$ cat config.mk
export PLATFORM = sky130hd
export DESIGN_NAME = dummy_stream_master
export DESIGN_NICKNAME = d
export VERILOG_FILES = /design/src/rtl/dummy_stream_master.sv
export SDC_FILE = /design/constraint.sdc
export NUM_CORES = 1
export LEC_CHECK = 0
export CORE_MARGIN = 4
export CORE_UTILIZATION = 50
export CTS_CLUSTER_SIZE = 10
export DETAILED_ROUTE_END_ITERATION = 10
export GPL_TIMING_DRIVEN = 0
export PLACE_DENSITY = 0.77
export SYNTH_ARGS = -nofsm -noshare
export SYNTH_HDL_FRONTEND = slang
export SYNTH_SLANG_ARGS = --single-unit
$ cat constraint.sdc
create_clock -name clk -period 2.7 [get_ports clk]
set_clock_uncertainty 0.2 [all_clocks]
set_input_delay 0.54 -clock clk [delete_from_list [all_inputs] [get_ports clk]]
set_output_delay 0.54 -clock clk [all_outputs]
set_load 0.02 [all_outputs]
$ cat src/rtl/dummy_stream_master.sv
// AXI-Stream counter-pattern source: emits num_frames frames of frame_len beats and counts backpressure stalls.
// Latency: first beat is presented the cycle after start is accepted; every output comes straight from a flop.
module dummy_stream_master #(
   parameter int          DATA_WIDTH  = 32,
   parameter int          LEN_WIDTH   = 16,
   parameter int unsigned SEED        = 0,
   parameter int          IDLE_CYCLES = 0
) (
   input  logic                  clk,
   input  logic                  reset,
   input  logic                  start,
   input  logic [LEN_WIDTH-1:0]  frame_len,
   input  logic [LEN_WIDTH-1:0]  num_frames,
   output logic                  busy,
   output logic                  done,
   output logic [31:0]           stall_cycles,
   output logic [DATA_WIDTH-1:0] M_AXI_TDATA,
   output logic                  M_AXI_TVALID,
   input  logic                  M_AXI_TREADY,
   output logic                  M_AXI_TLAST
);

   typedef enum logic [1:0] {S_IDLE, S_SEND, S_GAP} state_t;

   localparam logic [DATA_WIDTH-1:0] SEED_V   = DATA_WIDTH'(SEED);
   localparam logic [DATA_WIDTH-1:0] DATA_ONE = DATA_WIDTH'(1);
   localparam logic [LEN_WIDTH-1:0]  ONE      = LEN_WIDTH'(1);
   localparam logic [31:0]           GAP_INIT = 32'(IDLE_CYCLES);

   state_t                state_q, state_d;
   logic [LEN_WIDTH-1:0]  len_q, len_d;
   logic [LEN_WIDTH-1:0]  nfr_q, nfr_d;
   logic [LEN_WIDTH-1:0]  beat_q, beat_d;
   logic [LEN_WIDTH-1:0]  frame_q, frame_d;
   logic [DATA_WIDTH-1:0] data_q, data_d;
   logic [31:0]           gap_q, gap_d;
   logic [31:0]           stall_q, stall_d;
   logic                  valid_q, valid_d;
   logic                  last_q, last_d;
   logic                  busy_q, busy_d;
   logic                  done_q, done_d;
   logic                  hs;

   always_ff @(posedge clk) begin
      if (reset) begin
         state_q <= S_IDLE;
         len_q   <= '0;
         nfr_q   <= '0;
         beat_q  <= '0;
         frame_q <= '0;
         data_q  <= '0;
         gap_q   <= '0;
         stall_q <= '0;
         valid_q <= 1'b0;
         last_q  <= 1'b0;
         busy_q  <= 1'b0;
         done_q  <= 1'b0;
      end else begin
         state_q <= state_d;
         len_q   <= len_d;
         nfr_q   <= nfr_d;
         beat_q  <= beat_d;
         frame_q <= frame_d;
         data_q  <= data_d;
         gap_q   <= gap_d;
         stall_q <= stall_d;
         valid_q <= valid_d;
         last_q  <= last_d;
         busy_q  <= busy_d;
         done_q  <= done_d;
      end
   end

   always_comb begin
      state_d = state_q;
      len_d   = len_q;
      nfr_d   = nfr_q;
      beat_d  = beat_q;
      frame_d = frame_q;
      data_d  = data_q;
      gap_d   = gap_q;
      stall_d = stall_q;
      valid_d = valid_q;
      last_d  = last_q;
      busy_d  = busy_q;
      done_d  = 1'b0;
      hs      = valid_q & M_AXI_TREADY;

      // Saturating stall count; only SEND ever drives valid high.
      if (valid_q && !M_AXI_TREADY && stall_q != 32'hFFFF_FFFF)
         stall_d = stall_q + 32'd1;

      case (state_q)
         S_IDLE: begin
            if (start) begin
               if (frame_len != '0 && num_frames != '0) begin
                  state_d = S_SEND;
                  len_d   = frame_len;
                  nfr_d   = num_frames;
                  beat_d  = '0;
                  frame_d = '0;
                  data_d  = SEED_V;
                  stall_d = '0;
                  valid_d = 1'b1;
                  last_d  = (frame_len == ONE);
                  busy_d  = 1'b1;
               end else begin
                  done_d = 1'b1;
               end
            end
         end
         S_SEND: begin
            if (hs) begin
               data_d = data_q + DATA_ONE;
               if (last_q) begin
                  beat_d  = '0;
                  frame_d = frame_q + ONE;
                  if (frame_q == nfr_q - ONE) begin
                     state_d = S_IDLE;
                     valid_d = 1'b0;
                     last_d  = 1'b0;
                     busy_d  = 1'b0;
                     done_d  = 1'b1;
                  end else if (GAP_INIT != 32'd0) begin
                     state_d = S_GAP;
                     gap_d   = GAP_INIT;
                     valid_d = 1'b0;
                     last_d  = 1'b0;
                  end else begin
                     last_d = (len_q == ONE);
                  end
               end else begin
                  beat_d = beat_q + ONE;
                  last_d = (beat_q + ONE == len_q - ONE);
               end
            end
         end
         S_GAP: begin
            gap_d = gap_q - 32'd1;
            if (gap_q == 32'd1) begin
               state_d = S_SEND;
               valid_d = 1'b1;
               last_d  = (len_q == ONE);
            end
         end
         default: state_d = S_IDLE;
      endcase
   end

   assign busy         = busy_q;
   assign done         = done_q;
   assign stall_cycles = stall_q;
   assign M_AXI_TDATA  = data_q;
   assign M_AXI_TVALID = valid_q;
   assign M_AXI_TLAST  = last_q;

endmodule

==> metrics.md <==
| Metric | Value |
|---|---|
| Antenna Nets Post-Route | `0` |
| Fin crit share | `97.6%` |
| Dpl hpwl | `13.5 mm` |
| Max-cap violations | `0` |
| IO Port Bufs | `103` |
| Max incr delay on CP | `0.51 ns` |
| Row Count | `43` |
| Die H | `127 um` |
| Post-synth EDFFs | `0` |
| Core area | `13900 um2` |
| Post-Syn Instances | `900` |
| DIE WIDTH | `127 um` |
| DR DRC count | `0` |
| Die area | `16200 um2` |
| Clk slew on worst S/H paths | `0.06 ns` |
| IO Count | `104` |
| Tot GR Track Use | `22.8%` |
| Crit path max-delay family | `buffers and inverters` |
| Most frequent cells in the layout | `dfxtp_1, nand2_1, nor2_1, clkdlybuf4s50_1, a21oi_1` |
| Starting density of the core | `51.1%` |
| Area growth, synth to finish | `32.4%` |
| Main synth FF type | `dfxtp_1` |
| Hold path depth | `3` |
| TritonCTS clock tree | `done` |
| Min Hold Slack | `0.210 ns` |
| Clk Latency, worst-skew pair | `0.43 ns` |
| Outcome | `finished, final reports clean` |
| Ys async rst share | `0%` |
| Count of cell types in the netlist | `66` |
| First-pass GRT wire length | `30.2 mm` |
| Crit path DAT | `2.79 ns` |
| Sink Count | `131` |
| Clock root buffer | `clkbuf_16` |
| Inserted Clock Buffers | `17` |
| Dpl ws | `-1.02 ns` |
| CP Depth | `11` |
| WL final | `19.1 mm` |
| Routed wire per std cell | `15.7 um` |
| FILL cells | `1127` |
| Hold buffers post-CTS | `0` |
| Share of cells above drive strength 1 | `11.1%` |
| Vias | `6941` |
| Slew at the pin closest to its max-slew limit | `0.744 ns` |
| Worst slew margin | `50.1%` |
| Clock Tree Buf Depth | `2` |
| Mapped cell area | `7120 um2` |
| Pin count of the biggest net entering global routing | `17` |
| Initial antenna violation count | `0` |
| Iteration-0 DRC Markers | `445` |
| Setup TNS Final | `0 ns` |
| Final hold viol count | `0` |
| Worst-path cell chain | `clkdlybuf4s50_1, nor4_2, nand4_1, buf_6, o211ai_1, buf_4, buf_4, a2111o_1, buf_6, or3_1, a21oi_1` |
| Register area share after synthesis | `36.8%` |
| Min Tclk post-route | `2.64 ns` |
| N_diodes | `0` |
| LEAKAGE | `3.42 nW` |
| Crit path kind | `input pin to flop` |
| CP required | `2.86 ns` |
| FMAX | `379 MHz` |
| H-Tree Depth | `4` |
| Worst min path class | `input pin to flop` |
| CP max-delay cell | `clkdlybuf4s50_1` |
| Yosys reg bits | `131` |
| Startpoint Class | `input pin` |
| Maximum VDD drop | `609 uV` |
| PnR worst setup slack | `0.0640 ns` |
| Vias in the first global route | `6210` |
| WP buf/inv | `5` |
| Post-synthesis area per instance | `7.91 um2` |
| PwrDens | `537 nW/um2` |
| Final setup fails | `0` |
| Commonest non-fill, non-tap cell in the layout | `dfxtp_1` |
| GP Congestion | `0.911` |
| Setup crit end kind | `flop` |
| Pre-antenna DRT Iters | `6` |
| Vias per cell | `5.68` |
| Worst r2r path cells | `8` |
| Total grt overflow | `0` |
| Final net count | `1071` |
| Slew Limit Fails | `0` |
| Net Count, Synth | `943` |
| CP max FO | `5` |
| Synthesis Warnings | `0` |
==> repair_timing <==
action / in CTS / in global routing
endpoints found under the setup margin: 125 / 123
pin swaps: 9 / 10
setup buffers: 4 / 9
resized for setup: 32 / 67
gates cloned: 0 / 2
==> final timing paths <==
kind	startpoint	to	slack, ns
hold reg to reg	len_q[13]	len_q[13]	0.28
setup reg to reg	nfr_q[0]	done	0.08
hold / removal	num_frames[11]	nfr_q[11]	0.21
setup / recovery	frame_len[8]	M_AXI_TDATA[28]	0.06
==> registers in the layout, indices dropped and copies added (netlist names) <==
signal        cells
done              1
stall_cycles     32
frame_q          16
M_AXI_TDATA      32
len_q            16
M_AXI_TLAST       1
nfr_q            16
busy              1
beat_q           16
==> area by class of cell <==
cell class	count	area, um2	area share [%]
Clock buffer	17	425	4.51
Clock inverter	15	205	2.18
Multi-Input combinational cell	698	4460	47.3
Sequential cell	131	2630	27.9
Tap cell	180	225	2.39
Buffer	37	190	2.02
Timing Repair Buffer	118	1190	12.7
Inverter	25	93.8	0.995
==> synth_stat cells, types with 6 or more instances <==
cell type	instances	area share, %
dfxtp_1	131	37
nand2_1	112	5.9
nor2_1	104	5.5
a21oi_1	77	5.4
xnor2_1	68	8.4
xor2_1	40	4.9
clkbuf_1	39	2.1
o21ai_0	32	2.2
nand3_1	31	2.2
nand4_1	28	2.5
nor3_1	26	1.8
inv_1	25	1.3
nor4_1	23	2.0
or3_1	21	1.8
and4_1	11	1.4
and3_1	8	0.70
or4_1	8	0.84
and2_1	7	0.62
ha_1	7	1.2
nand2b_1	7	0.62
nor2b_1	7	0.62
nand3b_1	6	0.63
==> layer usage <==
layer	vias up	part of all wire [%]	GRT usage (%)	routed length (um)
met2	225	48	36.8	9130
met1	3262	45	30.4	8660
met5	-	0	0	0
li1	3430	-	-	-
met3	24	5.5	4.64	1060
met4	0	1.5	7.76	279
==> per-stage QoR <==
stage          area (um2)  instances  power, W  util [%]
4_1_cts              9160       1215   0.00505      65.7
3_5_place_dp         8380       1183   0.00257      60.1
3_3_place_gp         8380       1183   0.00256      60.1
5_1_grt              9430       1221   0.00524      67.6
6_report             9430       1221   0.00506      67.6
2_1_floorplan        7120        900   0.00239         -
==> report_power, final <==
part           leakage [nW]  switching [W]  internal [W]  total, W
logic                  2.05       0.000321      0.000257  0.000578
registers              1.06      0.0000471       0.00196   0.00201
clock network         0.306       0.000919       0.00156   0.00247
==> worst register-to-register path, delay by kind of cell (launching register included) <==
kind | cells | cell delay (ns)
AO/OA/AOI/OAI | 3 | 0.48
flip-flops | 1 | 0.37
buffers and inverters | 1 | 0.18
AND/OR/NAND/NOR | 4 | 1.32
==> logic make-up (layout without fill, tap and decap cells) <==
group                      Yosys count  after routing  synth area share [%]
AOI/OAI and AO/OA                  152            152                  12.9
adders and majority gates            7              7                  1.23
DFF                                131            131                  36.8
muxes                                1              1                 0.141
and+or+nand+nor                    427            427                  30.7
xor gates and xnor gates           111            111                  14.2
buffers and inverters               71            212                  3.92
Note: power is estimated with default switching activity, not from simulation.
